<file path="config.mk">
export PLATFORM = sky130hd
export DESIGN_NAME = tick_run_ctrl
export DESIGN_NICKNAME = d
export VERILOG_FILES = /design/src/rtl/tick_run_ctrl.sv
export SDC_FILE = /design/constraint.sdc
export NUM_CORES = 1
export LEC_CHECK = 0
export BUFFER_PORTS_ARGS = -buffer_cell sky130_fd_sc_hd__buf_2
export CAP_MARGIN = 20
export CORE_MARGIN = 1.5
export CORE_UTILIZATION = 51
export DETAILED_ROUTE_END_ITERATION = 16
export GPL_TIMING_DRIVEN = 1
export PLACE_DENSITY = 0.73
export SLEW_MARGIN = 5
export SYNTH_ARGS = -nofsm -noshare
export SYNTH_HDL_FRONTEND = slang
export SYNTH_SLANG_ARGS = --single-unit
</file>
<file path="constraint.sdc">
create_clock -name clk -period 1.9 [get_ports clk]
set_input_delay 0.095 -clock clk [delete_from_list [all_inputs] [get_ports clk]]
set_output_delay 0.095 -clock clk [all_outputs]
set_load 0.01 [all_outputs]
</file>
<file path="src/rtl/tick_run_ctrl.sv">
// -----------------------------------------------------------------------------
// tick_run_ctrl
//
// Run-control and tick generator for a 4-bit synchronous down-counter.
// Start/stop button levels are edge-detected and drive an IDLE/RUN/PAUSE/DONE
// state machine. While running, a prescaler produces a single-cycle enable
// pulse every DIV clocks. In one-shot mode the run ends once the counter,
// fed back on count_in, returns to 0 after a tick. That gives one full
// 16-tick countdown from 0.
//
// Parameters
//   DIV        clk cycles per tick (2..65535)
//   PW         prescaler width, 2**PW >= DIV
//
// Ports
//   clk        in   rising-edge clock
//   reset      in   synchronous, active-high reset
//   start      in   button level; rising edge starts or resumes a run
//   stop       in   button level; rising edge pauses, or aborts when paused
//   mode       in   0 = free-run, 1 = one-shot (latched on IDLE->RUN)
//   count_in   in   [3:0] down-counter value fed back (bit 3 = MSB)
//   en         out  single-cycle tick to the down-counter enable
//   running    out  high while in RUN
//   paused     out  high while in PAUSE
//   done       out  one-cycle pulse at the end of a one-shot run
//   dbg_state  out  [1:0] current state (0 IDLE, 1 RUN, 2 PAUSE, 3 DONE)
// -----------------------------------------------------------------------------
module tick_run_ctrl #(
    parameter int DIV = 4,
    parameter int PW  = 16
) (
    input  logic       clk,
    input  logic       reset,
    input  logic       start,
    input  logic       stop,
    input  logic       mode,
    input  logic [3:0] count_in,
    output logic       en,
    output logic       running,
    output logic       paused,
    output logic       done,
    output logic [1:0] dbg_state
);

    typedef enum logic [1:0] {
        ST_IDLE  = 2'd0,
        ST_RUN   = 2'd1,
        ST_PAUSE = 2'd2,
        ST_DONE  = 2'd3
    } state_t;

    localparam logic [PW-1:0] PRE_LAST = PW'(DIV - 1);

    state_t        r_state;
    logic [PW-1:0] r_pre;
    logic          r_pend;
    logic          r_mode;
    logic          r_start_q;
    logic          r_stop_q;
    logic          r_en;
    logic          r_running;
    logic          r_paused;
    logic          r_done;

    logic          w_rise_start;
    logic          w_rise_stop;
    logic [PW-1:0] w_pre_inc;
    logic          w_oneshot_end;
    state_t        w_state_nx;
    logic [PW-1:0] w_pre_nx;
    logic          w_mode_nx;

    // Next-state and prescaler logic. Stop outranks start on a shared edge.
    // The one-shot termination outranks everything in the cycle after a tick.
    always_comb begin
        w_rise_start  = start & ~r_start_q;
        w_rise_stop   = stop & ~r_stop_q;
        w_pre_inc     = (r_pre == PRE_LAST) ? '0 : r_pre + PW'(1);
        w_oneshot_end = r_pend && r_mode && (count_in == 4'd0);
        w_state_nx    = r_state;
        w_pre_nx      = r_pre;
        w_mode_nx     = r_mode;

        case (r_state)
            ST_IDLE: begin
                if (w_rise_start && !w_rise_stop) begin
                    w_state_nx = ST_RUN;
                    w_pre_nx   = '0;
                    w_mode_nx  = mode;
                end
            end
            ST_RUN: begin
                if (w_oneshot_end) begin
                    w_state_nx = ST_DONE;
                    w_pre_nx   = '0;
                end else if (w_rise_stop) begin
                    // Prescaler holds so that a resume keeps the tick phase.
                    w_state_nx = ST_PAUSE;
                end else begin
                    w_pre_nx = w_pre_inc;
                end
            end
            ST_PAUSE: begin
                if (w_rise_stop) begin
                    w_state_nx = ST_IDLE;
                    w_pre_nx   = '0;
                end else if (w_rise_start) begin
                    w_state_nx = ST_RUN;
                end
            end
            ST_DONE: begin
                w_state_nx = ST_IDLE;
                w_pre_nx   = '0;
            end
            default: begin
                w_state_nx = ST_IDLE;
                w_pre_nx   = '0;
            end
        endcase
    end

    // State, prescaler and registered outputs. Each output is registered from
    // the next-state values. For example, r_en always equals
    // (state == RUN && pre == DIV-1), so it has no combinational input path.
    always_ff @(posedge clk) begin
        if (reset) begin
            r_state   <= ST_IDLE;
            r_pre     <= '0;
            r_pend    <= 1'b0;
            r_mode    <= 1'b0;
            // Loaded high so that a button held through reset does not fire.
            r_start_q <= 1'b1;
            r_stop_q  <= 1'b1;
            r_en      <= 1'b0;
            r_running <= 1'b0;
            r_paused  <= 1'b0;
            r_done    <= 1'b0;
        end else begin
            r_start_q <= start;
            r_stop_q  <= stop;
            r_state   <= w_state_nx;
            r_pre     <= w_pre_nx;
            r_mode    <= w_mode_nx;
            // pend marks the cycle where the counter shows its post-tick value.
            r_pend    <= r_en;
            r_en      <= (w_state_nx == ST_RUN) && (w_pre_nx == PRE_LAST);
            r_running <= (w_state_nx == ST_RUN);
            r_paused  <= (w_state_nx == ST_PAUSE);
            r_done    <= (w_state_nx == ST_DONE);
        end
    end

    assign en        = r_en;
    assign running   = r_running;
    assign paused    = r_paused;
    assign done      = r_done;
    assign dbg_state = r_state;

endmodule

</file>
==> results of run 1 <==
-- Yosys cell counts, types with 3 or more instances --
| cell | instances | area, µm² |
|---|---|---|
| nor2_1 | 22 | 82.6 |
| o22ai_1 | 4 | 25.0 |
| nand2_1 | 18 | 67.6 |
| a31oi_1 | 3 | 18.8 |
| buf_4 | 3 | 22.5 |
| nor4_1 | 5 | 31.3 |
| a21oi_1 | 19 | 95.1 |
| nand3_1 | 9 | 45.0 |
| clkbuf_1 | 5 | 18.8 |
| nand4_1 | 4 | 25.0 |
| or3_1 | 3 | 18.8 |
| dfxtp_1 | 26 | 521 |
| or2_2 | 3 | 18.8 |
| o21ai_0 | 9 | 45.0 |
| nor3_1 | 11 | 55.1 |
| nand2b_1 | 3 | 18.8 |
| a21o_1 | 7 | 52.6 |
-- cell families (layout without fill, tap and decap cells) --
logic type / count (synthesis) / count (layout)
muxes: 2 / 2
xor gates and xnor gates: 1 / 1
DFF: 26 / 26
AOI/OAI and AO/OA: 54 / 54
adders and majority gates: 1 / 1
and+or+nand+nor: 95 / 95
buffers and inverters: 15 / 86
-- what timing repair did --
item	4_1_cts	5_1_grt
hold buffers	2	0
buffers inserted	6	9
gates resized for setup	28	31
pin swaps	5	18
endpoints found under the hold margin	2	0
endpoints found under the setup margin	6	5
-- path summary, 6_finish.rpt --
check | start | endpoint | slack (ns) | cells after the start
hold / removal | mode | r_mode | 0.007 | 3
hold reg to reg | en | r_pend | 0.52 | 1
setup / recovery | r_stop_q | en | -0.32 | 11
setup reg to reg | r_stop_q | en | -0.32 | 11
-- layer usage --
| layer | up-vias | share of wire |
|---|---|---|
| met5 | - | 0 |
| li1 | 860 | - |
| met3 | 66 | 0.10 |
| met2 | 185 | 0.46 |
| met1 | 949 | 0.37 |
| met4 | 0 | 0.064 |
-- power groups by stage --
stage	Sequential [µW]	Combinational, µW	Clock, µW
6_report	550	163	303
5_1_grt	551	170	318
4_1_cts	555	136	300
3_5_place_dp	568	124	0
3_3_place_gp	567	119	0
2_1_floorplan	570	65.4	0
-- area by class of cell --
type | count | area share
inverter | 2 | 0.00328
tap | 31 | 0.0169
clock buffer | 4 | 0.0158
timing repair buffer | 80 | 0.254
multi-input combinational | 153 | 0.471
sequential | 26 | 0.239
-- worst min-delay path, delay by kind of cell --
family | cells | cell delay, ns
buffers and inverters | 1 | 0.08
multiplexers | 1 | 0.06
AND/OR/NAND/NOR | 1 | 0.08
-- per-stage QoR --
step / instance area, µm² / utilization / hold WS [ns]
6_report: 2290 / 0.824 / 0.00740
5_1_grt: 2290 / 0.824 / 0.0605
4_1_cts: 2110 / 0.760 / 0.00637
3_5_place_dp: 1910 / 0.686 / 0.301
3_3_place_gp: 1910 / 0.686 / 0.298
2_1_floorplan: 1510 / - / 0.167
==> flow_summary.yaml, run 1 <==
status:
  status: "complete, but fails checks"
  failed_checks: "setup timing"
finish:
  nets: 276
  regMostFlops: "r_pre"
  largest_reg_flops: 16
  most-common-layout-cells: "61 x buf_4, 19 x nor2_1, 17 x nand2_1"
  antennaDiodeCount: 0
  seqCellArea_um2: 548
  area_delta_synth_final_pct: 51.8
  multi_input_area_mm2: 0.00108
  layout.cells.non_filler: 296
  layout-drive-gt1-share: 0.494
  final_common_cell: "buf_4"
  fill_cells: 153
grt:
  grt_usage: 0.349
  grt-busiest-layer: "met2"
  use_met2: 0.554
  grt-ovfl-total: 0
  grt_pass1_vias: 1864
  grt_max_degree: 26
  use_met1: 0.441
  grt_pass1_wl_mm: 8.92
  antenna_found_initial: 0
  met3_usage: 0.0612
critical_path:
  path_buf_inv: 4
  worstPathArrival_ns: 2.49
  crit_top_cell: "buf_4"
  end_kind: "register"
  cpPeakStageDelay_ns: 0.37
  cp.required_ns: 2.16
  path_class: "register to register"
  start_kind: "register"
  cp_cell_sequence: "nor2b_4, buf_4, buf_4, nor3_2, buf_4, buf_4, nand3_1, o22ai_1, o21ai_0, nand3_1, nor4_2"
  crit_slowest_cell: "dfxtp_2"
  crit_fanout: 6
  critical_path.top_delay_family: "simple AND/OR/NAND/NOR gates"
timing:
  tightest_slew_ns: 0.528
  slew_headroom: 0.648
  min_period_over_period: 1.17
  setup_violations: 7
  slew_viol_final: 0
  final_hold_viol_count: 0
  period_needed_ns: 2.22
  setup_slack_ns: -0.324
  tns_ns: -0.505
  fmax_mhz: 450
  rsz0062_at_grt: "yes"
  clock_skew_ns: 0.0139
detailed_routing:
  drc: 0
  wire_per_inst_um: 21.7
  first_pass_iters: 5
  vias_per_cell: 6.96
  ant_nets: 0
  dr_total_vias: 2060
  drtIter0Drc: 225
  finalWirelength_mm: 6.43
placed_design:
  place_congestion: 0.932
  dp_hpwl_mm: 3.47
  dp_cells: 276
  pre_cts_ws_ns: -0.169
  portBuffers: 14
floorplanning:
  die_x_um: 57.4
  die_height_um: 57.4
  pin_count: 15
  fp-row-count: 19
  start_util: 0.543
  coreArea_mm2: 0.00278
  fp.dieArea_mm2: 0.00330
logic_synthesis:
  ys_seq_area_frac: 0.345
  synth_top_family_by_area: "simple AND/OR/NAND/NOR gates"
  synth_nets: 204
  syn_inst: 194
  synth.avg_cell_area_um2: 7.78
  synth.distinct_cells: 45
  synthXorXnorAreaFrac: 0.00580
  ys.warnings.count: 0
  ys_async_sr_fraction: 0
  synth_edf_count: 0
  synth_simple_gate_area_frac: 0.347
  synth_fa_ha_area_frac: 0.00829
  netlist_area_mm2: 0.00151
  ys.flop_type: "dfxtp_1"
  synthMuxAreaShare: 0.0133
  synth-compound-area-share: 0.218
  synth_seq_cells: 26
clock_tree:
  clockBufferDepth: 2
  path_clk_slew_ns: 0.16
  numCtsBuffers: 3
  ctsHtreeMaxLevel: 1
  clkLatencyLatePin_ns: 0.35
  clock_sinks: 26
  clockRootBuffer: "clkbuf_4"
  cts_tree: "done"
power:
  switching_share: 0.274
  power_density_mw_per_mm2: 443
  p_leak_uw: 0.000944
  max-vdd-ir-drop_mv: 0.637
  p_comb_frac: 0.160
  p_int_uw: 737
  pwr-share-clk: 0.298
  seq_power_share: 0.542
  total_power_uw: 1020
  power_switching_uw: 278
run:
  drv_cap: 0
hold_path:
  min_path_type: "input port to register"
No activity file was read; power rests on OpenSTA's default activity.
==> inputs of run 2 (changes only) <==
--- a/config.mk
+++ b/config.mk
@@ -7,2 +7,3 @@
 export LEC_CHECK = 0
+export ABC_AREA = 1
 export BUFFER_PORTS_ARGS = -buffer_cell sky130_fd_sc_hd__buf_2
==> constraint.sdc (replaced) <==
create_clock -name clk -period 1.9 [get_ports clk]
set_input_delay 0 -clock clk [delete_from_list [all_inputs] [get_ports clk]]
set_output_delay 0 -clock clk [all_outputs]
set_load 0.01 [all_outputs]
==> flow_summary.yaml, run 2 <==
logic_synthesis:
  netlist_area_mm2: 0.00167
  ys.flop_type: "dfxtp_1"
  synth_seq_cells: 26
  ys_async_sr_fraction: 0
  synth_top_cell_area_share: 0.313
  synth_nets: 291
  syn_inst: 281
  yosysMostFrequentCell: "nand2_1"
  synthTopCellsByCount: "75 x nand2_1, 52 x nor2_1, 44 x inv_1, 29 x nand3_1, 26 x dfxtp_1"
  synthTopCellsByArea: "dfxtp_1 31%, nand2_1 17%, nor2_1 12%"
  ys.warnings.count: 0
  synth.distinct_cells: 23
  synth_edf_count: 0
  synth_area_leader_cell: "dfxtp_1"
  synth.avg_cell_area_um2: 5.93
  ys_seq_area_frac: 0.313
grt:
  antenna_found_initial: 0
  grt_pass1_wl_mm: 7.04
  grt_usage: 0.261
  grt-ovfl-total: 0
  grt_max_degree: 20
  grt_pass1_vias: 1575
finish:
  fill_cells: 319
  antennaDiodeCount: 0
  largest_reg_flops: 16
  most-common-layout-cells: "74 x nand2_1, 51 x nor2_1, 44 x inv_1"
  seqCellArea_um2: 528
  area_delta_synth_final_pct: 15.9
  regMostFlops: "r_pre"
  layout-drive-gt1-share: 0.186
  final_common_cell: "nand2_1"
  nets: 319
  multi_input_area_um2: 976
clock_tree:
  clockRootBuffer: "clkbuf_4"
  path_clk_slew_ns: 0.14
  ctsHtreeMaxLevel: 1
  clkLatencyLatePin_ns: 0.32
  clock_sinks: 26
  numCtsBuffers: 3
  clockBufferDepth: 2
  cts_tree: "done"
critical_path:
  cpPeakStageDelay_ns: 0.49
  worst-r2r-setup-slack_ns: 0.18
  crit_fanout: 6
  crit_top_cell: "nor2_1"
  cp_cell_sequence: "nand2_2, nor2_4, inv_2, nor2_4, nand3_2, nand2_1, nor2_1, nor2_2, nand2_1, nor2_1, nand3_1, nor2_1"
  path_class: "register to register"
  worstPathArrival_ns: 1.99
  path_buf_inv: 1
  end_kind: "register"
  critical_path.top_delay_family: "simple AND/OR/NAND/NOR gates"
  cp.required_ns: 2.17
  start_kind: "register"
  crit_slowest_cell: "dfxtp_1"
placed_design:
  place_congestion: 0.946
  dp_hpwl_mm: 3.36
  portBuffers: 14
floorplanning:
  die_height_um: 60.1
  pin_count: 15
  start_util: 0.541
  fp-row-count: 20
  fp.dieArea_mm2: 0.00362
  die_x_um: 60.1
  coreArea_mm2: 0.00308
timing:
  fmax_mhz: 580
  final_hold_viol_count: 0
  tightest_slew_ns: 0.422
  slew_viol_final: 0
  setup_violations: 0
  clock_skew_ns: 0.00407
  slew_headroom: 0.716
  min_period_over_period: 0.907
  period_needed_ns: 1.72
  tns_ns: 0
power:
  switching_share: 0.255
  seq_power_share: 0.622
  p_int_uw: 667
  power_switching_uw: 228
  p_leak_uw: 0.000970
  power_density_mw_per_mm2: 464
  pwr-share-clk: 0.264
  p_comb_frac: 0.114
  max-vdd-ir-drop_mv: 0.459
  total_power_uw: 895
detailed_routing:
  wire_per_inst_um: 12.4
  drtIter0Drc: 142
  finalWirelength_mm: 4.37
  ant_nets: 0
  drc: 0
  first_pass_iters: 5
  vias_per_cell: 5.13
  dr_total_vias: 1801
hold_path:
  min_path_type: "input port to register"
run:
  drv_cap: 0
status:
  status: "complete, no violations"
==> run 2: cells by family (layout without fill, tap and decap cells) <==
kind of cell / count (synthesis) / after routing / share of synthesized area
and+or+nand+nor: 183 / 183 / 0.492
buffers and inverters: 50 / 76 / 0.122
DFF: 26 / 26 / 0.313
AOI/OAI and AO/OA: 21 / 21 / 0.0661
adders and majority gates: 1 / 1 / 0.00751
==> run 2: repair_timing <==
| item | CTS | global route |
|---|---|---|
| setup endpoints to repair | 0 | 5 |
| hold buffers | 3 | 0 |
| endpoints found under the hold margin | 3 | 0 |
| gates resized for setup | 0 | 14 |
| setup buffers | 0 | 0 |
==> run 2: power by group through the flow <==
| stage | combinational, µW | sequential, µW | clock (µW) |
|---|---|---|---|
| 3_3_place_gp | 94.9 | 567 | 0 |
| 4_1_cts | 99.4 | 556 | 240 |
| 3_5_place_dp | 94.6 | 568 | 0 |
| 2_1_floorplan | 54.0 | 570 | 0 |
| 6_report | 102 | 556 | 236 |
| 5_1_grt | 113 | 558 | 262 |
==> run 2: worst register-to-register path: stages (launching register included) <==
cell and delay (ns):
dfxtp_1 0.49, nand2_2 0.10, nor2_4 0.13, inv_2 0.06, nor2_4 0.17, nand3_2 0.13, nand2_1 0.10, nor2_1 0.05
nor2_2 0.10, nand2_1 0.07, nor2_1 0.12, nand3_1 0.09, nor2_1 0.08
==> run 2: worst paths after layout <==
kind | to | from | depth (start not counted)
worst min register to register | r_pend | en | 2
worst min-delay path | r_pre[3] | reset | 2
worst max-delay path | en | r_pre[6] | 12
worst max register to register | en | r_pre[6] | 12
==> run 2: per-stage QoR <==
| step | utilization | hold slack [ns] | worst slack, ns | area (µm²) | cells |
|---|---|---|---|---|---|
| after floorplan | - | 0.105 | 0.253 | 1670 | 281 |
| after global placement | 0.596 | 0.199 | 0.0889 | 1840 | 345 |
| after detailed placement | 0.596 | 0.206 | 0.0794 | 1840 | 345 |
| after CTS | 0.613 | 0.0634 | 0.0541 | 1890 | 351 |
| after global routing | 0.627 | 0.0665 | -0.00315 | 1930 | 351 |
| final | 0.627 | 0.0711 | 0.176 | 1930 | 351 |
==> run 2: layout make-up <==
cell class              instances  share of cell area
repair buffers                 27              0.0908
inverters                      46              0.0895
multi-input cells             205               0.506
clock buffers                   3              0.0117
well taps                      44              0.0285
flip-flops and latches         26               0.274
==> run 2: per-layer routing <==
metal | vias to the layer above | share of wire | track usage
met5 | - | 0 | 0
li1 | 932 | - | -
met4 | 0 | 0.012 | 0.0794
met1 | 774 | 0.47 | 0.388
met3 | 7 | 0.089 | 0.0238
met2 | 88 | 0.43 | 0.398
